`config.mk`:
```
export PLATFORM = sky130hd
export DESIGN_NAME = pht_update_unit
export DESIGN_NICKNAME = d
export VERILOG_FILES = /design/src/rtl/pht_update_unit.sv
export SDC_FILE = /design/constraint.sdc
export NUM_CORES = 1
export LEC_CHECK = 0
export CORE_MARGIN = 2
export CORE_UTILIZATION = 55
export DETAILED_ROUTE_END_ITERATION = 8
export HOLD_SLACK_MARGIN = 0.08
export PLACE_DENSITY = 0.75
export SYNTH_ARGS = -nofsm -noshare
export SYNTH_HDL_FRONTEND = slang
export SYNTH_SLANG_ARGS = --single-unit
```
`constraint.sdc`:
```
create_clock -name clk -period 7.05 [get_ports clk]
set_clock_uncertainty 0.2 [all_clocks]
set_input_delay 1.41 -clock clk [delete_from_list [all_inputs] [get_ports clk]]
set_output_delay 1.41 -clock clk [all_outputs]
set_load 0.02 [all_outputs]
```
`src/rtl/pht_update_unit.sv`:
```
// Update front end for the pattern history table: sweeps the PHT to weakly-not-taken after
// reset, then turns up to two resolved branches per cycle into saturating-counter writes.
module pht_update_unit #(
    parameter int ADDR_W = 10,
    parameter int CNT_W  = 2,
    parameter int DEPTH  = 4
) (
    input  logic                    clk,
    input  logic                    rst,
    input  logic                    upd0_valid_i,
    input  logic [ADDR_W-1:0]       upd0_idx_i,
    input  logic                    upd0_taken_i,
    input  logic [CNT_W-1:0]        upd0_cnt_i,
    input  logic                    upd1_valid_i,
    input  logic [ADDR_W-1:0]       upd1_idx_i,
    input  logic                    upd1_taken_i,
    input  logic [CNT_W-1:0]        upd1_cnt_i,
    output logic                    upd_ready_o,
    output logic                    init_busy_o,
    output logic [ADDR_W+CNT_W:0]   w_obus
);

    localparam int PTR_W = $clog2(DEPTH);
    localparam int CW    = $clog2(DEPTH + 1);
    localparam logic [CNT_W-1:0]  INIT_CNT   = CNT_W'((1 << (CNT_W - 1)) - 1);
    localparam logic [CNT_W-1:0]  CNT_MAX    = '1;
    localparam logic [ADDR_W-1:0] SWEEP_LAST = '1;

    typedef enum logic {INIT, RUN} state_t;

    state_t            state;
    logic [ADDR_W-1:0] sweep;
    logic [ADDR_W-1:0] fifo_idx [DEPTH];
    logic [CNT_W-1:0]  fifo_cnt [DEPTH];
    logic [PTR_W-1:0]  head;
    logic [PTR_W-1:0]  tail;
    logic [CW-1:0]     count;
    logic              acc0;
    logic              acc1;
    logic              pop;
    logic [CNT_W-1:0]  base0;
    logic [CNT_W-1:0]  base1;
    logic [CNT_W-1:0]  new0;
    logic [CNT_W-1:0]  new1;

    function automatic logic [CNT_W-1:0] sat_step(input logic [CNT_W-1:0] b, input logic taken);
        if (taken)
            return (b == CNT_MAX) ? CNT_MAX : b + CNT_W'(1);
        else
            return (b == '0) ? '0 : b - CNT_W'(1);
    endfunction

    // Ready only looks at the registered fill level so a pop never grants credit in the same cycle.
    assign upd_ready_o = (state == RUN) && ((CW'(DEPTH) - count) >= CW'(2));
    assign init_busy_o = (state == INIT);
    assign acc0        = upd0_valid_i && upd_ready_o;
    assign acc1        = upd1_valid_i && upd_ready_o;
    assign pop         = (state == RUN) && (count != '0);

    // Walk queued entries oldest to youngest so the last match is the youngest in-flight value;
    // the head still counts even when it is being written out this cycle.
    always_comb begin
        base0 = upd0_cnt_i;
        base1 = upd1_cnt_i;
        for (int i = 0; i < DEPTH; i++) begin
            if (CW'(i) < count) begin
                if (fifo_idx[head + PTR_W'(i)] == upd0_idx_i)
                    base0 = fifo_cnt[head + PTR_W'(i)];
                if (fifo_idx[head + PTR_W'(i)] == upd1_idx_i)
                    base1 = fifo_cnt[head + PTR_W'(i)];
            end
        end
        new0 = sat_step(base0, upd0_taken_i);
        if (acc0 && (upd0_idx_i == upd1_idx_i))
            base1 = new0;
        new1 = sat_step(base1, upd1_taken_i);
    end

    always_comb begin
        w_obus = '0;
        if (state == INIT)
            w_obus = {1'b1, sweep, INIT_CNT};
        else if (count != '0)
            w_obus = {1'b1, fifo_idx[head], fifo_cnt[head]};
    end

    always_ff @(posedge clk) begin
        if (rst) begin
            state <= INIT;
            sweep <= '0;
            head  <= '0;
            tail  <= '0;
            count <= '0;
        end else begin
            case (state)
                INIT: begin
                    sweep <= sweep + ADDR_W'(1);
                    if (sweep == SWEEP_LAST)
                        state <= RUN;
                end
                RUN: begin
                    if (acc0) begin
                        fifo_idx[tail] <= upd0_idx_i;
                        fifo_cnt[tail] <= new0;
                    end
                    // A lone lane 1 takes the first free slot.
                    if (acc1) begin
                        fifo_idx[tail + PTR_W'(acc0)] <= upd1_idx_i;
                        fifo_cnt[tail + PTR_W'(acc0)] <= new1;
                    end
                    tail  <= tail + PTR_W'(acc0) + PTR_W'(acc1);
                    if (pop)
                        head <= head + PTR_W'(1);
                    count <= count + CW'(acc0) + CW'(acc1) - CW'(pop);
                end
                default: state <= INIT;
            endcase
        end
    end

endmodule

```
== After elaboration in Yosys (flattened, before gate mapping) ==
Memories as Yosys holds them, arrays and structs flattened. A register that Yosys moved wholly into a read port is not among the register bits.
Index checks and enable logic that the tools add are counted.
Widths: inputs -> output; s select.

* Register bits after elaboration: 18
* Bits in writable memories: 48
* Input port bits: 30
* Output and inout port bits: 15
* Memories: 2

* Add/sub/neg operators: 14
* $lt $le $gt $ge: 5
* Equal/unequal tests: 12
* Muxes and demuxes: 39
* Bitwise gates (word level): 1
* Reductions and logical operators: 9

{| class="wikitable"
|+ Memory list
! name !! depth !! bits a word !! rd ports !! clocked after Yosys merged registers in !! wr ports !! line !! RTL
|-
| fifo_idx || 4 || 10 || 4 || 1 || 2 || 33 || <nowiki>logic [ADDR_W-1:0] fifo_idx [DEPTH];</nowiki>
|-
| fifo_cnt || 4 || 2 || 4 || 1 || 2 || 34 || <nowiki>logic [CNT_W-1:0] fifo_cnt [DEPTH];</nowiki>
|}

{| class="wikitable"
|+ Operator list
! operator !! count
|-
| $eq 10x10->1 || 9
|-
| $mux 2 || 27
|-
| $mux 13 || 2
|-
| $add 10x1->10 const B || 1
|-
| $eq 10x10->1 const B || 1
|-
| $mux 1 || 10
|-
| $add 2x1->2 const B || 3
|-
| $add 3x1->3 || 2
|-
| $lt 1x3->1 const A || 2
|-
| $lt 2x3->1 const A || 2
|-
| $logic_and 1x1->1 || 5
|-
| $add 2x1->2 || 2
|-
| $add 2x2->2 const B || 2
|-
| $eq 2x2->1 const B || 2
|-
| $logic_not 2->1 || 2
|-
| $sub 2x1->2 const B || 2
|-
| $ge 3x2->1 const B || 1
|-
| $reduce_bool 3->1 || 1
|-
| $sub 3x1->3 || 1
|-
| $sub 3x3->3 const A || 1
|-
| $reduce_and 2->1 || 1
|-
| $not 1->1 || 1
|}

== Longest topological paths before layout ==
* Depth after elaboration: 16
* Depth in mapped cells: 15
* Depth with buffers taken out: 13

== Least setup slack after synthesis ==
OpenSTA, ideal clock, no wires.

* Kind: in2reg
* From: input port upd0_idx_i[6]
* To: memory fifo_cnt[1][0], data pin
* Data arrival time: 4003 ps
* Required time: 6579 ps
* Path slack: 2576 ps
* Stages: 11
* Buffers on the path: 1
* Path through: buf_2 xnor2_1 or4_4 a2111oi_4 a21boi_1 o31a_1 a21o_1 maj3_2 o32a_1 nand2_2 a31oi_1

{| class="wikitable"
|+ RTL lines
! element !! line !! RTL
|-
| start: declaration || 11 || <nowiki>input logic [ADDR_W-1:0] upd0_idx_i,</nowiki>
|-
| end: declaration || 34 ||
|}

==> results.md <==
* status: finished, final reports clean
* total wire length: 23100 um
* data arrival at the endpoint of the critical path: 5.12 ns
* Netlist cell types: 83
* number of DRC markers in iteration 0: 876
* share of post-route cells with drive strength above 1: 0.0805
* worst skew pair latency: 0.35 ns
* antenna viol nets, final: 0
* pin count of the biggest net entering global routing: 30
* Hold WC Path Type: reg -> reg
* post-CTS repair timing setup buffer count: 0
* top achievable clock speed: 190 MHz
* number of global-route vias before repair: 5976
* count of flip-flops with a built-in enable after synthesis: 48
* number of design rule violations left after detail routing: 0
* clock sinks: 68
* CTS tree: built
* total global routing track utilization: 0.371
* beginning of the critical path: upd0_idx_i[8]
* Required @ worst endpoint: 6.90 ns
* clock slew seen by the registers of the worst setup and hold paths: 0.06 ns
* cell row count: 39
* top flip-flop cell by instance count after synthesis: sky130_fd_sc_hd__edfxtp_1
* flop2flop setup slack: 2.00 ns
* final max-slew violation count: 0
* setup repair after global routing missed its margin: no
* synthesis warning total: 0
* Hold Violations, Final: 0
* standby leakage power: 0.00245 uW
* Post-Synthesis Cell Area: 0.00658 sq mm
* Clock Path Buffers: 2
* total gr overflow: 0
* DR WL/cell: 25.3 um
* Final period util: 0.748
* number of I/O pins: 45
* Cells after Synth: 756
* total core area: 0.0116 sq mm
* top library cells by usage in the layout, fill and taps aside: sky130_fd_sc_hd__nand2_1, sky130_fd_sc_hd__xnor2_1, sky130_fd_sc_hd__mux2i_1
* antenna cells: 0
* routability congestion estimate from global placement: 1.00
* count of state elements after synthesis: 68
* portion of the post-synthesis area used by sequential elements: 0.280
* number of endpoints failing setup at the final stage: 0
* Power, Total: 979 uW
* type of the worst setup path: in -> reg
* vias post-DR: 6071
* Post-CTS Hold Buffers: 0
* count of TritonRoute iterations in the first routing pass: 6
* Max-Cap Viols: 0
* CTS Root Cell: sky130_fd_sc_hd__clkbuf_16
* count of fill cells added during filler insertion: 997
* CP Max Fanout: 12
* Post-DP HPWL: 16600 um
* kind of end point of the critical path: register
* CTS buffer count: 9
* destination of the worst register-to-register timing path: fifo_cnt[2][0]$_DFFE_PP_
* Register-to-Register Path Depth: 13
* initial antenna violation count: 0
* Avg Inst Size Synth: 8.70 sq um
* worst-case headroom to the max-slew limit: 0.153
* starting density of the core: 0.569
* Layout area overhead: 10.8%
* number of vias per cell after detailed routing: 6.65
* first-pass GRT wire length: 35400 um
* floorplan die width: 113 um
* die outline height: 113 um
* capture point of the critical path: fifo_cnt[2][0]$_DFFE_PP_
* post-synthesis net count: 797
* final critical path time including I/O delays and setup: 5.27 ns
* final net count: 806
* slew of the pin with the lowest slew margin: 1.26 ns
* nature of the critical path startpoint: input port
* maximum level of the CTS H-tree: 3
* Async SR Flop Fraction: 0
* startpoint of the worst register-to-register path: head[1]$_SDFFE_PP0P_
* final-layout setup total negative slack: 0 ns
* cells resized by post-CTS repair: 0
* leading cell type in the layout, fill and taps excluded: sky130_fd_sc_hd__nand2_1
* maximum VDD drop: 0.135 mV
* die area: 0.0128 sq mm
* count of port buffers added during placement: 44
* power per cell area: 134 mW/mm^2
-- kinds of logic after synthesis --
family	Yosys count	synth area share
buffers and inverters	76	0.0529
XOR/XNOR	110	0.146
multiplexers	101	0.176
flip-flops	68	0.280
adder cells (fa/ha/maj)	13	0.0266
AO/OA/AOI/OAI	132	0.143
AND/OR/NAND/NOR	256	0.174
-- stage by stage --
stage | utilization | cell area [sq um] | hold slack [ns] | worst slack (ns) | instances
after floorplan | - | 6580 | 0.261 | 2.58 | 756
after global placement | 0.608 | 7030 | 0.288 | 1.52 | 897
after detailed placement | 0.608 | 7030 | 0.289 | 1.49 | 897
after CTS | 0.630 | 7290 | 0.299 | 1.84 | 913
after global routing | 0.630 | 7290 | 0.348 | 1.65 | 913
final | 0.630 | 7290 | 0.303 | 1.78 | 913
-- layer usage --
layer	part of all wire	global-route usage
met1	0.41	0.490
met2	0.46	0.601
met3	0.092	0.0745
met4	0.040	0.148
met5	0	0
-- worst max-delay path, cell delays in order --
cell                              delay (ns)
sky130_fd_sc_hd__clkdlybuf4s50_1        0.93
sky130_fd_sc_hd__xnor2_1                0.21
sky130_fd_sc_hd__or4_4                  0.54
sky130_fd_sc_hd__a2111oi_4              0.49
sky130_fd_sc_hd__a21boi_1               0.13
sky130_fd_sc_hd__o31a_1                 0.33
sky130_fd_sc_hd__a21o_1                 0.23
sky130_fd_sc_hd__maj3_2                 0.32
sky130_fd_sc_hd__o32ai_1                0.23
sky130_fd_sc_hd__a2111o_1               0.20
sky130_fd_sc_hd__a31oi_1                0.10
-- where the power goes --
group / internal [uW] / switching (uW)
Sequential: 429 / 1.78
Combinational: 56.3 / 77.3
Clock: 237 / 178
Total: 722 / 257
-- registers in the layout, indices dropped and copies added (netlist names), named ones only --
| signal | flops |
|---|---|
| state | 1 |
| fifo_idx | 40 |
| head | 2 |
| fifo_cnt | 8 |
| tail | 2 |
| count | 3 |
| sweep | 10 |
-- final cells by class --
class	count	area, sq um	share of cell area
Clock buffer	13	240	0.0330
Clock inverter	3	15.0	0.00206
Multi-Input combinational cell	612	4430	0.608
Inverter	24	90.1	0.0124
Tap cell	143	179	0.0246
Sequential cell	68	1840	0.253
Timing Repair Buffer	50	485	0.0666
-- cells in the mapped netlist (3+ instances only) --
| library cell | n | area (sq um) |
|---|---|---|
| sky130_fd_sc_hd__nor3_1 | 10 | 50.1 |
| sky130_fd_sc_hd__a22o_1 | 8 | 70.1 |
| sky130_fd_sc_hd__buf_6 | 7 | 78.8 |
| sky130_fd_sc_hd__a31oi_1 | 10 | 62.6 |
| sky130_fd_sc_hd__mux4_2 | 8 | 180 |
| sky130_fd_sc_hd__nand2b_1 | 5 | 31.3 |
| sky130_fd_sc_hd__o21ai_1 | 3 | 15.0 |
| sky130_fd_sc_hd__nand3_1 | 11 | 55.1 |
| sky130_fd_sc_hd__dfxtp_1 | 20 | 400 |
| sky130_fd_sc_hd__o22ai_1 | 8 | 50.1 |
| sky130_fd_sc_hd__mux2i_2 | 7 | 96.3 |
| sky130_fd_sc_hd__nand2_1 | 141 | 529 |
| sky130_fd_sc_hd__clkbuf_1 | 32 | 120 |
| sky130_fd_sc_hd__and3_1 | 3 | 18.8 |
| sky130_fd_sc_hd__a2111oi_0 | 3 | 26.3 |
| sky130_fd_sc_hd__nor4_1 | 11 | 68.8 |
| sky130_fd_sc_hd__nor2_1 | 44 | 165 |
| sky130_fd_sc_hd__mux2i_1 | 78 | 781 |
| sky130_fd_sc_hd__mux2_2 | 6 | 67.6 |
| sky130_fd_sc_hd__o2bb2ai_1 | 4 | 35.0 |
| sky130_fd_sc_hd__nor2b_1 | 4 | 25.0 |
| sky130_fd_sc_hd__a21oi_1 | 18 | 90.1 |
| sky130_fd_sc_hd__nand4_1 | 8 | 50.1 |
| sky130_fd_sc_hd__edfxtp_1 | 48 | 1440 |
| sky130_fd_sc_hd__a21o_1 | 6 | 45.0 |
| sky130_fd_sc_hd__buf_2 | 5 | 25.0 |
| sky130_fd_sc_hd__xnor2_1 | 85 | 744 |
| sky130_fd_sc_hd__o21ai_0 | 28 | 140 |
| sky130_fd_sc_hd__o211ai_1 | 5 | 37.5 |
| sky130_fd_sc_hd__inv_1 | 21 | 78.8 |
| sky130_fd_sc_hd__o2111ai_1 | 5 | 43.8 |
| sky130_fd_sc_hd__buf_1 | 7 | 26.3 |
| sky130_fd_sc_hd__xor2_1 | 25 | 219 |
| sky130_fd_sc_hd__ha_1 | 9 | 113 |
-- how the worst min path moves through the flow --
stage | startpoint | to | slack (ns) | cells after the start
floorplan | sweep[8]$_SDFFE_PP0N_ | state$_SDFF_PP0_ | 0.26 | 2
global placement | sweep[9]$_SDFFE_PP0N_ | sweep[9]$_SDFFE_PP0N_ | 0.29 | 2
detailed placement | sweep[9]$_SDFFE_PP0N_ | sweep[9]$_SDFFE_PP0N_ | 0.29 | 2
CTS | sweep[9]$_SDFFE_PP0N_ | sweep[9]$_SDFFE_PP0N_ | 0.30 | 2
global route | sweep[9]$_SDFFE_PP0N_ | sweep[9]$_SDFFE_PP0N_ | 0.35 | 2
finish | sweep[9]$_SDFFE_PP0N_ | sweep[9]$_SDFFE_PP0N_ | 0.30 | 2
Note: power is estimated with default switching activity, not from simulation.
